$ cat src/rtl/pipeline_hazard_ctrl_pkg.sv
// Shared encodings and defaults for the pipeline hazard controller.
// RA_W is the register-address width used by the decoder and register file.
package pipeline_hazard_ctrl_pkg;

    localparam int RA_W      = 4;
    localparam int MD_CYCLES = 8;
    localparam int CNT_W     = 16;

    typedef enum logic [0:0] {
        ST_RUN     = 1'b0,
        ST_MD_WAIT = 1'b1
    } state_t;

endpackage

$ cat src/rtl/pipeline_hazard_ctrl_hazard_detect.sv
// Load-use comparator: the load in EX writes a register that the
// instruction in ID actually reads. Register 0 never matches.
module hazard_detect #(
    parameter int RA_W = pipeline_hazard_ctrl_pkg::RA_W
) (
    input  logic [RA_W-1:0] id_rs1,
    input  logic [RA_W-1:0] id_rs2,
    input  logic            id_rs1_used,
    input  logic            id_rs2_used,
    input  logic            ex_memread,
    input  logic [RA_W-1:0] ex_rd,
    output logic            load_use
);
    import pipeline_hazard_ctrl_pkg::*;

    logic rd_live;
    logic rs1_hit;
    logic rs2_hit;

    always_comb begin
        rd_live  = ex_memread && (ex_rd != '0);
        rs1_hit  = id_rs1_used && (id_rs1 == ex_rd);
        rs2_hit  = id_rs2_used && (id_rs2 == ex_rd);
        load_use = rd_live && (rs1_hit || rs2_hit);
    end

endmodule

$ cat src/rtl/pipeline_hazard_ctrl.sv
// Stall/flush generator for the IF/ID, ID/EX, EX/MEM buffers and the PC.
// Handles load-use, taken branches and multi-cycle mul/div occupancy.
module pipeline_hazard_ctrl #(
    parameter int RA_W      = pipeline_hazard_ctrl_pkg::RA_W,
    parameter int MD_CYCLES = pipeline_hazard_ctrl_pkg::MD_CYCLES,
    parameter int CNT_W     = pipeline_hazard_ctrl_pkg::CNT_W
) (
    input  logic             clock,
    input  logic             reset,
    input  logic [RA_W-1:0]  id_rs1,
    input  logic [RA_W-1:0]  id_rs2,
    input  logic             id_rs1_used,
    input  logic             id_rs2_used,
    input  logic             ex_memread,
    input  logic [RA_W-1:0]  ex_rd,
    input  logic             ex_branch_tkn,
    input  logic             ex_md_start,
    output logic             pc_hold,
    output logic             ifid_hold,
    output logic             idex_hold,
    output logic             exmem_hold,
    output logic             ifid_flush,
    output logic             idex_flush,
    output logic             exmem_flush,
    output logic             md_busy,
    output logic             md_done,
    output logic [CNT_W-1:0] stall_cnt
);
    import pipeline_hazard_ctrl_pkg::*;

    localparam int MDC_W = (MD_CYCLES > 2) ? $clog2(MD_CYCLES - 1) : 1;

    state_t             state_q, state_d;
    logic [MDC_W-1:0]   md_cnt_q, md_cnt_d;
    logic [CNT_W-1:0]   stall_cnt_q, stall_cnt_d;

    logic load_use;
    logic in_run;
    logic md_stall;
    logic md_last;
    logic br_act;
    logic lu_act;

    hazard_detect #(.RA_W(RA_W)) u_hazard_detect (
        .id_rs1      (id_rs1),
        .id_rs2      (id_rs2),
        .id_rs1_used (id_rs1_used),
        .id_rs2_used (id_rs2_used),
        .ex_memread  (ex_memread),
        .ex_rd       (ex_rd),
        .load_use    (load_use)
    );

    always_ff @(posedge clock or negedge reset) begin
        if (!reset) begin
            state_q     <= ST_RUN;
            md_cnt_q    <= '0;
            stall_cnt_q <= '0;
        end else begin
            state_q     <= state_d;
            md_cnt_q    <= md_cnt_d;
            stall_cnt_q <= stall_cnt_d;
        end
    end

    always_comb begin
        state_d  = state_q;
        md_cnt_d = md_cnt_q;
        unique case (state_q)
            ST_RUN: begin
                if (ex_md_start) begin
                    state_d  = ST_MD_WAIT;
                    md_cnt_d = MDC_W'(MD_CYCLES - 2);
                end
            end
            ST_MD_WAIT: begin
                if (md_cnt_q == '0) begin
                    state_d = ST_RUN;
                end else begin
                    md_cnt_d = md_cnt_q - 1'b1;
                end
            end
            default: state_d = ST_RUN;
        endcase
    end

    // Mutually exclusive selectors so the decoder below stays one-hot.
    always_comb begin
        in_run   = (state_q == ST_RUN);
        md_last  = reset && !in_run && (md_cnt_q == '0);
        md_stall = reset && ((in_run && ex_md_start) ||
                             (!in_run && (md_cnt_q != '0)));
        br_act   = reset && in_run && !ex_md_start && ex_branch_tkn;
        lu_act   = reset && in_run && !ex_md_start && !ex_branch_tkn &&
                   load_use;
    end

    always_comb begin
        pc_hold     = 1'b0;
        ifid_hold   = 1'b0;
        idex_hold   = 1'b0;
        exmem_hold  = 1'b0;
        ifid_flush  = 1'b0;
        idex_flush  = 1'b0;
        exmem_flush = 1'b0;
        md_busy     = reset && (!in_run || ex_md_start);
        md_done     = md_last;
        unique case (1'b1)
            md_stall: begin
                pc_hold     = 1'b1;
                ifid_hold   = 1'b1;
                idex_hold   = 1'b1;
                exmem_flush = 1'b1;
            end
            br_act: begin
                ifid_flush = 1'b1;
                idex_flush = 1'b1;
            end
            lu_act: begin
                pc_hold    = 1'b1;
                ifid_hold  = 1'b1;
                idex_flush = 1'b1;
            end
            default: ;
        endcase
    end

    always_comb begin
        stall_cnt_d = stall_cnt_q;
        if (pc_hold && (stall_cnt_q != '1)) begin
            stall_cnt_d = stall_cnt_q + 1'b1;
        end
        stall_cnt = stall_cnt_q;
    end

endmodule

$ cat config.mk
export PLATFORM = sky130hd
export DESIGN_NAME = pipeline_hazard_ctrl
export DESIGN_NICKNAME = d
export VERILOG_FILES = /design/src/rtl/pipeline_hazard_ctrl_pkg.sv /design/src/rtl/pipeline_hazard_ctrl_hazard_detect.sv /design/src/rtl/pipeline_hazard_ctrl.sv
export SDC_FILE = /design/constraint.sdc
export NUM_CORES = 1
export LEC_CHECK = 0
export CORE_ASPECT_RATIO = 0.75
export CORE_MARGIN = 2
export CORE_UTILIZATION = 41
export CTS_CLUSTER_SIZE = 24
export DETAILED_ROUTE_END_ITERATION = 10
export PLACE_DENSITY = 0.82
export SYNTH_ARGS = -nofsm -noshare
export SYNTH_HDL_FRONTEND = slang
export SYNTH_SLANG_ARGS = --single-unit
export TNS_END_PERCENT = 50
$ cat constraint.sdc
create_clock -name clock -period 1.8 [get_ports clock]
set_input_delay 0.27 -clock clock [delete_from_list [all_inputs] [get_ports clock]]
set_output_delay 0.27 -clock clock [all_outputs]
set_load 0.1 [all_outputs]
**Yosys cells after proc, flatten, opt, wreduce, memory -nomap -nowiden**

Index checks and enable logic that the tools add are counted.

- Reduce and logical (&&, ||, !) cells: 27
- Bitwise logic cells: 1
- Equality and inequality tests: 5
- Add/subtract/negate cells: 2
- Multiplexer cells: 10

Operator list:

| operator | count |
|---|---|
| adder 16 x 1 -> 16 bit (second input constant) | 1 |
| logical AND 1 bit | 16 |
| inequality test 16 bit (second input constant) | 1 |
| == test 4 bit | 2 |
| two-way mux 1 bit | 6 |
| two-way mux 3 bit | 2 |
| case mux 3 bit (2 select lines) | 1 |
| inequality test 2 bit (second input constant) | 2 |
| nonzero test 4 bit | 1 |
| OR reduction 2 bit | 2 |
| logical NOT 3 bit | 1 |
| logical OR 1 bit | 3 |
| nonzero test 3 bit | 1 |
| subtractor 3 x 1 -> 3 bit (second input constant) | 1 |
| logical NOT 1 bit | 2 |
| case mux 1 bit (2 select lines) | 1 |
| AND reduction 2 bit | 1 |
| NOT 1 bit | 1 |

- Register bits: 20
- Word-level logic and storage cells: 48
- Input bits: 19

**Longest topological paths before layout**

- Depth in word-level cells: 8
- Depth in mapped cells: 8

**Hierarchy**

A second synthesis with hierarchy kept.

- Cells, all modules: 119
- Area, all modules: 1207.4 µm²

By module, submodules not included:

| module | seq. area each (µm²) | cells an instance | area an instance (µm²) | times used |
|---|---|---|---|---|
| pipeline_hazard_ctrl | 500.5 | 105 | 1103.6 | 1 |
| hazard_detect | 0.0 | 14 | 103.8 | 1 |

**Worst setup path before layout**

No wires, ideal clock.

- Path type: register to output
- Start: reg md_cnt_q[0]
- End: out pc_hold
- Stages on the path, launching flop included: 9
- Required time: 1.530 ns
- Slack: -0.935 ns
- Arrival: 2.465 ns
- Cell sequence: dfrtp_1 > inv_1 > ha_1 > nor2b_1 > a21oi_1 > nand2_1 > buf_2 > nand2_1 > buf_4

- Longest elaborated chain between the ends: 6

Ends and longest elaborated chain:

| what | RTL line | source |
|---|---|---|
| from (decl) | pipeline_hazard_ctrl.sv:34 | `logic [MDC_W-1:0] md_cnt_q, md_cnt_d;` |
| from (signal assigned) | pipeline_hazard_ctrl.sv:61 | `md_cnt_q <= md_cnt_d;` |
| nonzero test 3 bit | pipeline_hazard_ctrl.sv:92 | `(!in_run && (md_cnt_q != '0)));` |
| logical AND 1 bit | pipeline_hazard_ctrl.sv:92 |  |
| logical OR 1 bit | pipeline_hazard_ctrl.sv:91 | `md_stall = reset && ((in_run && ex_md_start) \|\|` |
| logical AND 1 bit | pipeline_hazard_ctrl.sv:91 |  |
| OR reduction 2 bit (no line) | - |  |
| two-way mux 1 bit | - |  |
| to (decl) | pipeline_hazard_ctrl.sv:18 | `output logic pc_hold,` |

No other way between the ends.

**Worst setup path in the final report**

- Start: reg md_cnt_q[0]
- End: reg stall_cnt_q[4], in the netlist stall_cnt[4]

- Longest elaborated chain between the ends: 7

Ends and longest elaborated chain:

| what | RTL line | source |
|---|---|---|
| nonzero test 3 bit | pipeline_hazard_ctrl.sv:92 |  |
| logical AND 1 bit | pipeline_hazard_ctrl.sv:92 |  |
| logical OR 1 bit | pipeline_hazard_ctrl.sv:91 |  |
| logical AND 1 bit | pipeline_hazard_ctrl.sv:91 |  |
| OR reduction 2 bit (no line) | - |  |
| two-way mux 1 bit | pipeline_hazard_ctrl.sv:108 | `unique case (1'b1)` |
| logical AND 1 bit | pipeline_hazard_ctrl.sv:130 | `if (pc_hold && (stall_cnt_q != '1)) begin` |
| to (signal assigned) | pipeline_hazard_ctrl.sv:62 | `stall_cnt_q <= stall_cnt_d;` |
| to (decl) | pipeline_hazard_ctrl.sv:35 | `logic [CNT_W-1:0] stall_cnt_q, stall_cnt_d;` |

No other way between the ends.
A chain may end at the register's enable or synchronous reset.

==> flow_summary.toml <==
[pwr]
combPwrFrac_pct = 71.2
p_int_uw = 2008
leakage_uw = 0.001193
switchingPower_uw = 2143
p_clk_share_pct = 7.3
max-vdd-ir-drop_v = 0.001491
switching_share_pct = 51.62
power_density_mw_per_mm2 = 1528
seqPwrFrac_pct = 21.4

[timing]
rsz0062_at_grt = "true"
tns_ps = -1424
post-route-min-period_ps = 1983
finalMaxSlewViolations = 0
finalCritPeriodShare_pct = 110.2
setup_ws_ps = -183.3
max_freq_ghz = 0.5042
hold_viol = 0
fin_skew_ps = 4.066
setup_viol = 15

[cts]
clk_path_buf_depth = 2
h-tree-depth = 1
insertion_delay_ps = 260
numCtsBuffers = 3
cts_tree = "done"
cts-root-buf = "clkbuf_8"
clock_sinks = 20
postCtsHoldBufs = 0
clkSlewWorstSetupHoldPaths_ps = 80

[global_routing]
grt_max_degree = 11
grt_pass1_wl_mm = 6.768
grt-ovfl-total = 0
antenna_found_initial = 0
track_usage_pct = 23.77
grt_pass1_vias = 1440

[logic_synthesis]
postSynthCellCount = 135
ys_warn_count = 0
synthSimpleGateAreaFrac_pct = 22.58
synth_most_common_cell = "dfrtp_1"
syn_area_mm2 = 0.001358
synth_top_family_by_area = "simple AND/OR/NAND/NOR gates"
synth_edf_count = 0
synth-xor-area-share_pct = 13.55
synthesis.nets = 157
ys_ff_latch = 20
synth_top_area_share_pct = 36.87
yosysTopAreaCell = "dfrtp_1"
synth_fa_ha_area_share_pct = 2.765
synth_compound_area_share_pct = 17.24
ys.flop_type = "dfrtp_1"
ys_top_cells_by_count = "dfrtp_1 (20), xor2_1 (17), nand2_1 (13)"
synth.avg_cell_area_um2 = 10.06
synth.mux.area_fraction_pct = 1.659
synth_cell_type_count = 41
yosysSeqAreaShare_pct = 36.87
synthTopCellsByArea = "dfrtp_1 (37%), xor2_1 (11%), a211oi_2 (5.5%)"
async_flop_share_pct = 100.0

[routing]
initialDrtViolationCount = 134
ant_nets = 0
wl_per_cell_um = 19.31
routed_wl_mm = 4.944
dr.pass1.iters = 4
route.detailed.drc = 0
viasPerCell = 5.645
vias = 1445

[critical_path]
cpMaxStageDelayCell = "dfrtp_1"
crit_arrival_ps = 2140
cp-startpoint = "md_cnt_q[0]"
end_kind = "flip-flop"
crit_type = "reg -> reg"
ff2ff_setup_slack_ps = -180
reg2reg_from = "md_cnt_q[0]"
worst-path-max-fanout = 7
cp_slowest_stage_delay_ps = 380
worstPathCellList = "inv_2 -> ha_4 -> nor2b_4 -> a21oi_2 -> nand2_2 -> buf_8 -> buf_4 -> a211oi_2 -> xor2_1"
startpoint_type = "flip-flop"
crit_required_ps = 1960

[placed_design]
io_buffers = 42
place.gp.congestion = 0.8717
place_area_mm2 = 0.002295
hpwl_mm = 2.860
post-place-ws_ps = -513.1

[layout]
n_fill_cell = 152
register_area_um2 = 545.5
nets = 240
fin_area_mm2 = 0.002718
syn_to_final_growth_pct = 100.2
num_antenna_cells = 0
multi_input_area_mm2 = 0.001049
layout-drive-gt1-share_pct = 65.74

[floorplan]
die_w_um = 70.45
core_area_mm2 = 0.003221
design.portCount = 44
die_h_um = 53.83
die_area_mm2 = 0.003792
initial_core_util_pct = 42.15
rows = 18

[run]
maxCapViolations = 0

[status]
violations = "negative setup slack"
status = "finished, violations left"

[worst_hold_path]
hold_path_class = "in -> async"
worst paths after layout:
kind / endpoint / cells past startpoint
max: stall_cnt[4] / 9
max in group asynchronous: stall_cnt[4] / 3
max reg2reg: stall_cnt[4] / 9
min reg2reg: stall_cnt[11] / 1
min in group clock: md_cnt_q[0] / 3
min: stall_cnt[12] / 3
critical path, delay by kind of cell, from the launching register on:
| family | cells | cell delay (ps) |
|---|---|---|
| AOI/OAI and AO/OA | 2 | 450 |
| DFF | 1 | 380 |
| buffers and inverters | 3 | 380 |
| xor gates and xnor gates | 1 | 270 |
| and+or+nand+nor | 2 | 240 |
| adders and majority gates | 1 | 160 |
kinds of logic (layout without fill, tap and decap cells):
kind of cell    Yosys count  after routing
flops                    20             20
other cells               1              1
simple gates             49             49
compound gates           25             25
xor+xnor                 21             21
fa+ha+maj                 3              3
mux                       2              2
buf+inv                  14             95
state kept, by name (all words and copies together), names as in the netlist:
name       flops
stall_cnt     16
md_cnt_q       3
state_q        1
power groups by stage:
stage          sequential [uW]  clock, uW  combinational, uW
2_1_floorplan             1580          0                902
3_3_place_gp               877          0               2450
3_5_place_dp               888          0               2530
4_1_cts                    883        304               2650
5_1_grt                    911        324               3060
6_report                   889        305               2960
area by class of cell:
| class | count | area share, % |
|---|---|---|
| clock buffer | 3 | 1.519 |
| inverter | 9 | 1.381 |
| multi-input combinational | 101 | 38.58 |
| sequential | 20 | 20.07 |
| tap | 40 | 1.842 |
| timing repair buffer | 83 | 36.60 |
stage by stage:
stage	hold WS, ps	instances	total power (uW)	util (%)
final	142.7	256	4151	84.38
after detailed placement	525.7	231	3423	71.25
after floorplan	-25.59	135	2480	-
after CTS	489.3	247	3832	77.66
after global placement	513.9	231	3331	71.25
after global routing	133.9	256	4297	84.38
placed cells by master, fill, tap and decap left out, types with 2 or more instances in the layout:
cell / netlist / layout
dlymetal6s2s_1: 0 / 5
clkdlybuf4s15_1: 0 / 2
dfrtp_2: 0 / 6
inv_1: 9 / 6
nand4_1: 3 / 3
or2_4: 0 / 2
dfrtp_4: 0 / 10
and3_1: 4 / 3
dfrtp_1: 20 / 4
nor2_1: 5 / 4
nand2_2: 1 / 4
ha_4: 0 / 2
nor4_4: 2 / 4
xor2_2: 0 / 7
buf_12: 0 / 25
a2111oi_4: 0 / 2
buf_6: 0 / 6
nand2_1: 13 / 9
buf_2: 1 / 4
a21oi_2: 0 / 3
inv_2: 0 / 2
dlygate4sd2_1: 0 / 7
nor2b_4: 0 / 2
buf_4: 4 / 33
xnor2_1: 4 / 3
clkbuf_8: 0 / 3
xor2_1: 17 / 10
nand3_1: 7 / 6
a211oi_2: 6 / 8
per-layer routing:
metal	up-vias	global-route usage (%)	wire length, um
met1	709	27.29	2003
met5	-	0	0
li1	630	-	-
met3	15	4.682	330
met4	0	13.46	148
met2	91	42.77	2462
timing repair:
item | CTS | global route
buffers inserted | 13 | 10
endpoints found under the setup margin | 21 | 21
resized for setup | 42 | 31
endpoints found under the hold margin | 0 | 0
pin swaps | 16 | 24
(Power assumes the default switching activity.)
